--- config.mk ---
export PLATFORM = sky130hd
export DESIGN_NAME = four_bit_acc_unit_flat
export DESIGN_NICKNAME = d
export VERILOG_FILES = /design/src/rtl/four_bit_acc_unit_if.sv /design/src/rtl/four_bit_acc_unit.sv /design/src/flat_wrapper.sv
export SDC_FILE = /design/constraint.sdc
export NUM_CORES = 1
export LEC_CHECK = 0
export ABC_AREA = 1
export BUFFER_PORTS_ARGS = -buffer_cell sky130_fd_sc_hd__buf_2
export CAP_MARGIN = 0
export CORE_MARGIN = 2
export CORE_UTILIZATION = 55
export DETAILED_ROUTE_END_ITERATION = 8
export GPL_TIMING_DRIVEN = 0
export MAX_ROUTING_LAYER = met4
export PLACE_DENSITY = 0.9
export SLEW_MARGIN = 10
export SYNTH_ARGS = -nofsm -noshare
export SYNTH_HDL_FRONTEND = slang
export SYNTH_SLANG_ARGS = --single-unit
--- constraint.sdc ---
create_clock -name clk -period 2.3 [get_ports clk]
set_input_delay 0.46 -clock clk [delete_from_list [all_inputs] [get_ports clk]]
set_output_delay 0.46 -clock clk [all_outputs]
set_load 0.05 [all_outputs]
--- src/rtl/four_bit_acc_unit_if.sv ---
// Command/result handshake bundle for the 4-bit accumulator unit.
// The requester holds the master side and the accumulator holds the slave side.
interface four_bit_acc_unit_if;
   logic       in_valid;
   logic       in_ready;
   logic [2:0] opcode;
   logic [3:0] operand;
   logic       out_valid;
   logic       out_ready;
   logic [3:0] acc;
   logic       carry;
   logic       zero;
   logic       overflow;
   logic [7:0] op_count;

   modport master (
      output in_valid, opcode, operand, out_ready,
      input  in_ready, out_valid, acc, carry, zero, overflow, op_count
   );

   modport slave (
      input  in_valid, opcode, operand, out_ready,
      output in_ready, out_valid, acc, carry, zero, overflow, op_count
   );
endinterface

--- src/rtl/four_bit_acc_unit.sv ---
// 4-bit accumulator ALU with a two-state command/result handshake.
// Every output comes straight from a register, so no input reaches an output combinationally.
module four_bit_acc_unit (
   input  logic                        clk,
   input  logic                        rst,
   four_bit_acc_unit_if.slave          bus
);

   typedef enum logic [0:0] {
      ST_IDLE = 1'b0,
      ST_RESP = 1'b1
   } state_t;

   localparam logic [2:0] OP_AND  = 3'b000;
   localparam logic [2:0] OP_OR   = 3'b001;
   localparam logic [2:0] OP_XOR  = 3'b010;
   localparam logic [2:0] OP_ADD  = 3'b011;
   localparam logic [2:0] OP_SUB  = 3'b100;
   localparam logic [2:0] OP_LOAD = 3'b101;
   localparam logic [2:0] OP_NOT  = 3'b110;
   localparam logic [2:0] OP_CLR  = 3'b111;

   state_t     state_q;
   logic [3:0] acc_q, acc_d;
   logic       carry_q, carry_d;
   logic       ovf_q, ovf_d;
   logic       zero_q;
   logic [7:0] cnt_q;
   logic       in_ready_q;
   logic       out_valid_q;

   logic [4:0] sum_s;
   logic [4:0] diff_s;

   assign sum_s  = {1'b0, acc_q} + {1'b0, bus.operand};
   // Bit 4 of the zero-extended difference is set exactly when A < B, i.e. the borrow.
   assign diff_s = {1'b0, acc_q} - {1'b0, bus.operand};

   // Next accumulator value and status flags for the presented opcode
   always_comb begin
      acc_d   = acc_q;
      carry_d = 1'b0;
      ovf_d   = 1'b0;
      case (bus.opcode)
         OP_AND:  acc_d = acc_q & bus.operand;
         OP_OR:   acc_d = acc_q | bus.operand;
         OP_XOR:  acc_d = acc_q ^ bus.operand;
         OP_ADD: begin
            acc_d   = sum_s[3:0];
            carry_d = sum_s[4];
            ovf_d   = (acc_q[3] == bus.operand[3]) && (sum_s[3] != acc_q[3]);
         end
         OP_SUB: begin
            acc_d   = diff_s[3:0];
            carry_d = diff_s[4];
            ovf_d   = (acc_q[3] != bus.operand[3]) && (diff_s[3] != acc_q[3]);
         end
         OP_LOAD: acc_d = bus.operand;
         OP_NOT:  acc_d = ~acc_q;
         OP_CLR:  acc_d = 4'h0;
         default: acc_d = acc_q;
      endcase
   end

   // Handshake FSM together with the result, flag and counter registers
   always_ff @(posedge clk) begin
      if (rst) begin
         state_q     <= ST_IDLE;
         acc_q       <= 4'h0;
         carry_q     <= 1'b0;
         ovf_q       <= 1'b0;
         zero_q      <= 1'b1;
         cnt_q       <= 8'h00;
         in_ready_q  <= 1'b1;
         out_valid_q <= 1'b0;
      end else begin
         case (state_q)
            ST_IDLE: begin
               if (bus.in_valid) begin
                  acc_q       <= acc_d;
                  carry_q     <= carry_d;
                  ovf_q       <= ovf_d;
                  zero_q      <= (acc_d == 4'h0);
                  cnt_q       <= (cnt_q == 8'hFF) ? cnt_q : cnt_q + 8'd1;
                  state_q     <= ST_RESP;
                  in_ready_q  <= 1'b0;
                  out_valid_q <= 1'b1;
               end else begin
                  state_q     <= ST_IDLE;
               end
            end
            ST_RESP: begin
               if (bus.out_ready) begin
                  state_q     <= ST_IDLE;
                  in_ready_q  <= 1'b1;
                  out_valid_q <= 1'b0;
               end else begin
                  state_q     <= ST_RESP;
               end
            end
            default: begin
               state_q     <= ST_IDLE;
               in_ready_q  <= 1'b1;
               out_valid_q <= 1'b0;
            end
         endcase
      end
   end

   assign bus.in_ready  = in_ready_q;
   assign bus.out_valid = out_valid_q;
   assign bus.acc       = acc_q;
   assign bus.carry     = carry_q;
   assign bus.zero      = zero_q;
   assign bus.overflow  = ovf_q;
   assign bus.op_count  = cnt_q;

endmodule

--- src/flat_wrapper.sv ---
// flat-port wrapper written by rule: the top's interface ports become plain ports
module four_bit_acc_unit_flat 
  (clk, rst, bus_in_valid, bus_opcode, bus_operand, bus_out_ready, bus_in_ready, bus_out_valid, bus_acc, bus_carry, bus_zero, bus_overflow, bus_op_count);
  four_bit_acc_unit_if bus_i ();
  input  logic clk;
  input  logic rst;
  input wire logic [$bits(bus_i.in_valid)-1:0] bus_in_valid;
  input wire logic [$bits(bus_i.opcode)-1:0] bus_opcode;
  input wire logic [$bits(bus_i.operand)-1:0] bus_operand;
  input wire logic [$bits(bus_i.out_ready)-1:0] bus_out_ready;
  output wire logic [$bits(bus_i.in_ready)-1:0] bus_in_ready;
  output wire logic [$bits(bus_i.out_valid)-1:0] bus_out_valid;
  output wire logic [$bits(bus_i.acc)-1:0] bus_acc;
  output wire logic [$bits(bus_i.carry)-1:0] bus_carry;
  output wire logic [$bits(bus_i.zero)-1:0] bus_zero;
  output wire logic [$bits(bus_i.overflow)-1:0] bus_overflow;
  output wire logic [$bits(bus_i.op_count)-1:0] bus_op_count;
  assign bus_i.in_valid = bus_in_valid;
  assign bus_i.opcode = bus_opcode;
  assign bus_i.operand = bus_operand;
  assign bus_i.out_ready = bus_out_ready;
  assign bus_in_ready = bus_i.in_ready;
  assign bus_out_valid = bus_i.out_valid;
  assign bus_acc = bus_i.acc;
  assign bus_carry = bus_i.carry;
  assign bus_zero = bus_i.zero;
  assign bus_overflow = bus_i.overflow;
  assign bus_op_count = bus_i.op_count;
  four_bit_acc_unit u_core (.clk(clk), .rst(rst), .bus(bus_i));
endmodule
==> qor.txt <==
Synth Area in XOR/XNOR: 2.365%
Max_slew headroom: 65.93%
CTS tree: yes
GR peak layer: met2
Setup TNS: 0 ns
Most used cell, CP: inv_1
Non-Filler Instances: 277
CP Max Fanout: 4
Post-Synthesis Cells: 217
Synth Register Bits: 18
Worst-path clk slew: 0.09 ns
Multi-input logic area: 967.2 um2
Layout cell share with drive strength beyond 1: 21.46%
Adder-cell area share of the yosys netlist: 13.68%
End-of-flow core utilization: 66.82%
Setup Buffers After CTS: 0
Worst Tran Pin Value: 0.5110 ns
Hold Buf Count CTS: 0
CP endpoint kind: flip-flop
Clock Latency Late Sink: 0.30 ns
CTS Buf Count: 3
Initial antenna violation count: 0
Max IR drop VDD: 0.0004710 V
Synth warnings: 0
RSZ-0062 raised after global routing: false
Vias in the first global route: 1214
Root Buffer: clkbuf_4
CP peak stage delay: 0.42 ns
Layout Nets: 274
Register area share after synthesis: 24.32%
GR Util met1: 28.51%
Avg Inst Size Synth: 6.827 um2
Area growth, synth to finish: 13.77%
Commonest non-fill, non-tap cell in the layout: nand2_1
Clock H-tree levels: 1
Core ar.: 2522 um2
Worst setup SP type: flip-flop
Initial core utilization: 58.73%
Yosys cell types: 29
Drt drc: 0
WL per Instance: 11.44 um
Post-DRT Antenna Nets: 0
Pleak: 0.0008978 uW
Total Wirelength: 3.168 mm
I/O pin count: 28
Setup violators final: 0
Synth Area in Compound Gates: 12.42%
Dpl cells: 273
Final Critical Period: 1.877 ns
Post-Syn Nets: 243
Synth Cell Area: 1481 um2
CP Cell Sequence: inv_1, ha_1, inv_1, fa_1, nand3_1, o21ai_1, nor2_1, nand3_1, o21ai_0, inv_1
Overall global routing resource usage: 21.22%
Die Span Y: 55.90 um
Clk sinks: 18
Commonest non-fill, non-tap cells in the layout: nand2_1 (41), inv_1 (31), nor2_1 (26), buf_2 (26), nand3_1 (22)
Total power: 837.5 uW
Filler cells: 238
TritonRoute pass-1 iters: 4
Met3 Use GR: 1.628%
I/O Buffers: 26
Met2 usage: 34.01%
Slowest-stage cell, CP: fa_1
Simple-gate area share of the yosys netlist: 36.82%
HPWL after detailed placement: 2.480 mm
Vias: 1448
GP Congestion: 0.9522
Tcrit/Tclk final: 81.61%
Final Skew: 0.009658 ns
Min-delay worst type: primary input to flip-flop
First-pass GRT wire length: 5.223 mm
Rows: 18
Register area: 360.3 um2
N_diodes: 0
CP Data Required Time: 2.50 ns
Die area: 3125 um2
Setup WS post-layout: 0.4229 ns
Worst Path Arrival: 2.07 ns
Crit Path Class: flip-flop to flip-flop
Mux contribution to synthesized area: 0%
Status: finished clean
Final Slew Violations: 0
Final Hold Viols: 0
Grt ovf: 0
Main combinational cell family by area after synthesis: simple AND/OR/NAND/NOR gates
Largest net degree at the start of global routing: 11
Bufs on Longest Clock Path: 2
Power per Cell Area: 496.9 nW/um2
Vias/cell: 5.227
DRT iter0 DRCs: 75
Pre-CTS setup slack: 0.3500 ns
F_max: 532.7 MHz
Post-CTS sizing: 0
Die Width: 55.90 um
Max cap viols: 0
[registers in the layout, indices dropped and copies added (netlist names)]
register,count
u_core.bus.acc,4
u_core.bus.carry,1
u_core.bus.in_ready,1
u_core.bus.op_count,8
u_core.bus.out_valid,1
u_core.bus.overflow,1
u_core.bus.zero,1
u_core.state_q,1
[layer usage]
layer,share of wire [%],vias to the layer above
met5,0,-
met1,47,646
met2,48,41
met3,4.3,5
li1,-,756
met4,1.2,0
[critical path: cells and delay by family, from the launching register on]
kind / cells / cell delay (ns)
compound gates: 2 / 0.22
fa+ha+maj: 2 / 0.62
buf+inv: 3 / 0.24
flops: 1 / 0.39
simple gates: 3 / 0.30
[synth_stat cells]
library cell  count  area (um2)
nand3_1          22       110.1
xnor2_1           1       8.760
o21ai_4           1       16.27
fa_1              2       40.04
o21ai_1           4       20.02
nor3_1            2       10.01
nand3_2           1       10.01
a21oi_2           1       8.760
clkbuf_1          1       3.750
inv_1            31       116.4
inv_2             5       18.77
nand2_1          41       153.9
nand2_2           2       12.51
nor2_4            2       22.52
nor2_1           26       97.59
nand4_1           5       31.28
buf_4             2       15.01
a21oi_4           1       16.27
ha_1             13       162.7
or2_1             1       6.260
nor2_8            1       20.02
o211ai_1          1       7.510
nor3b_2           2       25.02
a21oi_1          13       65.06
xor2_1            3       26.28
dfxtp_1          18       360.4
o21ai_0          10       50.05
nand4_4           1       21.27
nor2_2            4       25.02
[metrics by stage]
step,instance area (um2),hold WS [ns]
after floorplan,1481,0.5510
after global placement,1649,0.4244
final,1685,0.3929
after CTS,1685,0.3961
after global routing,1685,0.4171
after detailed placement,1649,0.4465
[power breakdown]
| part | switching, uW | internal [uW] | leakage [uW] |
|---|---|---|---|
| sequential | 20.6 | 331 | 0.000148 |
| clock | 99.5 | 96.6 | 0.0000210 |
| combinational | 202 | 87.7 | 0.000729 |
[layout make-up]
| type | instances | area share, % |
|---|---|---|
| clock buffers | 4 | 2.153 |
| multi-input cells | 160 | 57.39 |
| flip-flops and latches | 18 | 21.38 |
| plain buffers | 3 | 1.114 |
| inverters | 36 | 8.018 |
| well taps | 30 | 2.227 |
| repair buffers | 26 | 7.721 |
[logic make-up (layout without fill, tap and decap cells)]
family                   Yosys count  in the layout
buffers and inverters             39             69
XOR/XNOR                           4              4
flip-flops                        18             18
AO/OA/AOI/OAI                     31             31
AND/OR/NAND/NOR                  110            110
adder cells (fa/ha/maj)           15             15
[final timing paths]
| path | startpoint | endpoint | slack, ns | cells after the start |
|---|---|---|---|---|
| setup / recovery | u_core.bus.acc[0] | u_core.bus.acc[1] | 0.42 | 10 |
| hold / removal | bus_out_ready | u_core.bus.in_ready | 0.39 | 3 |
| setup reg to reg | u_core.bus.acc[0] | u_core.bus.acc[1] | 0.42 | 10 |
| hold reg to reg | u_core.bus.in_ready | u_core.bus.in_ready | 0.46 | 2 |
(Power assumes the default switching activity.)
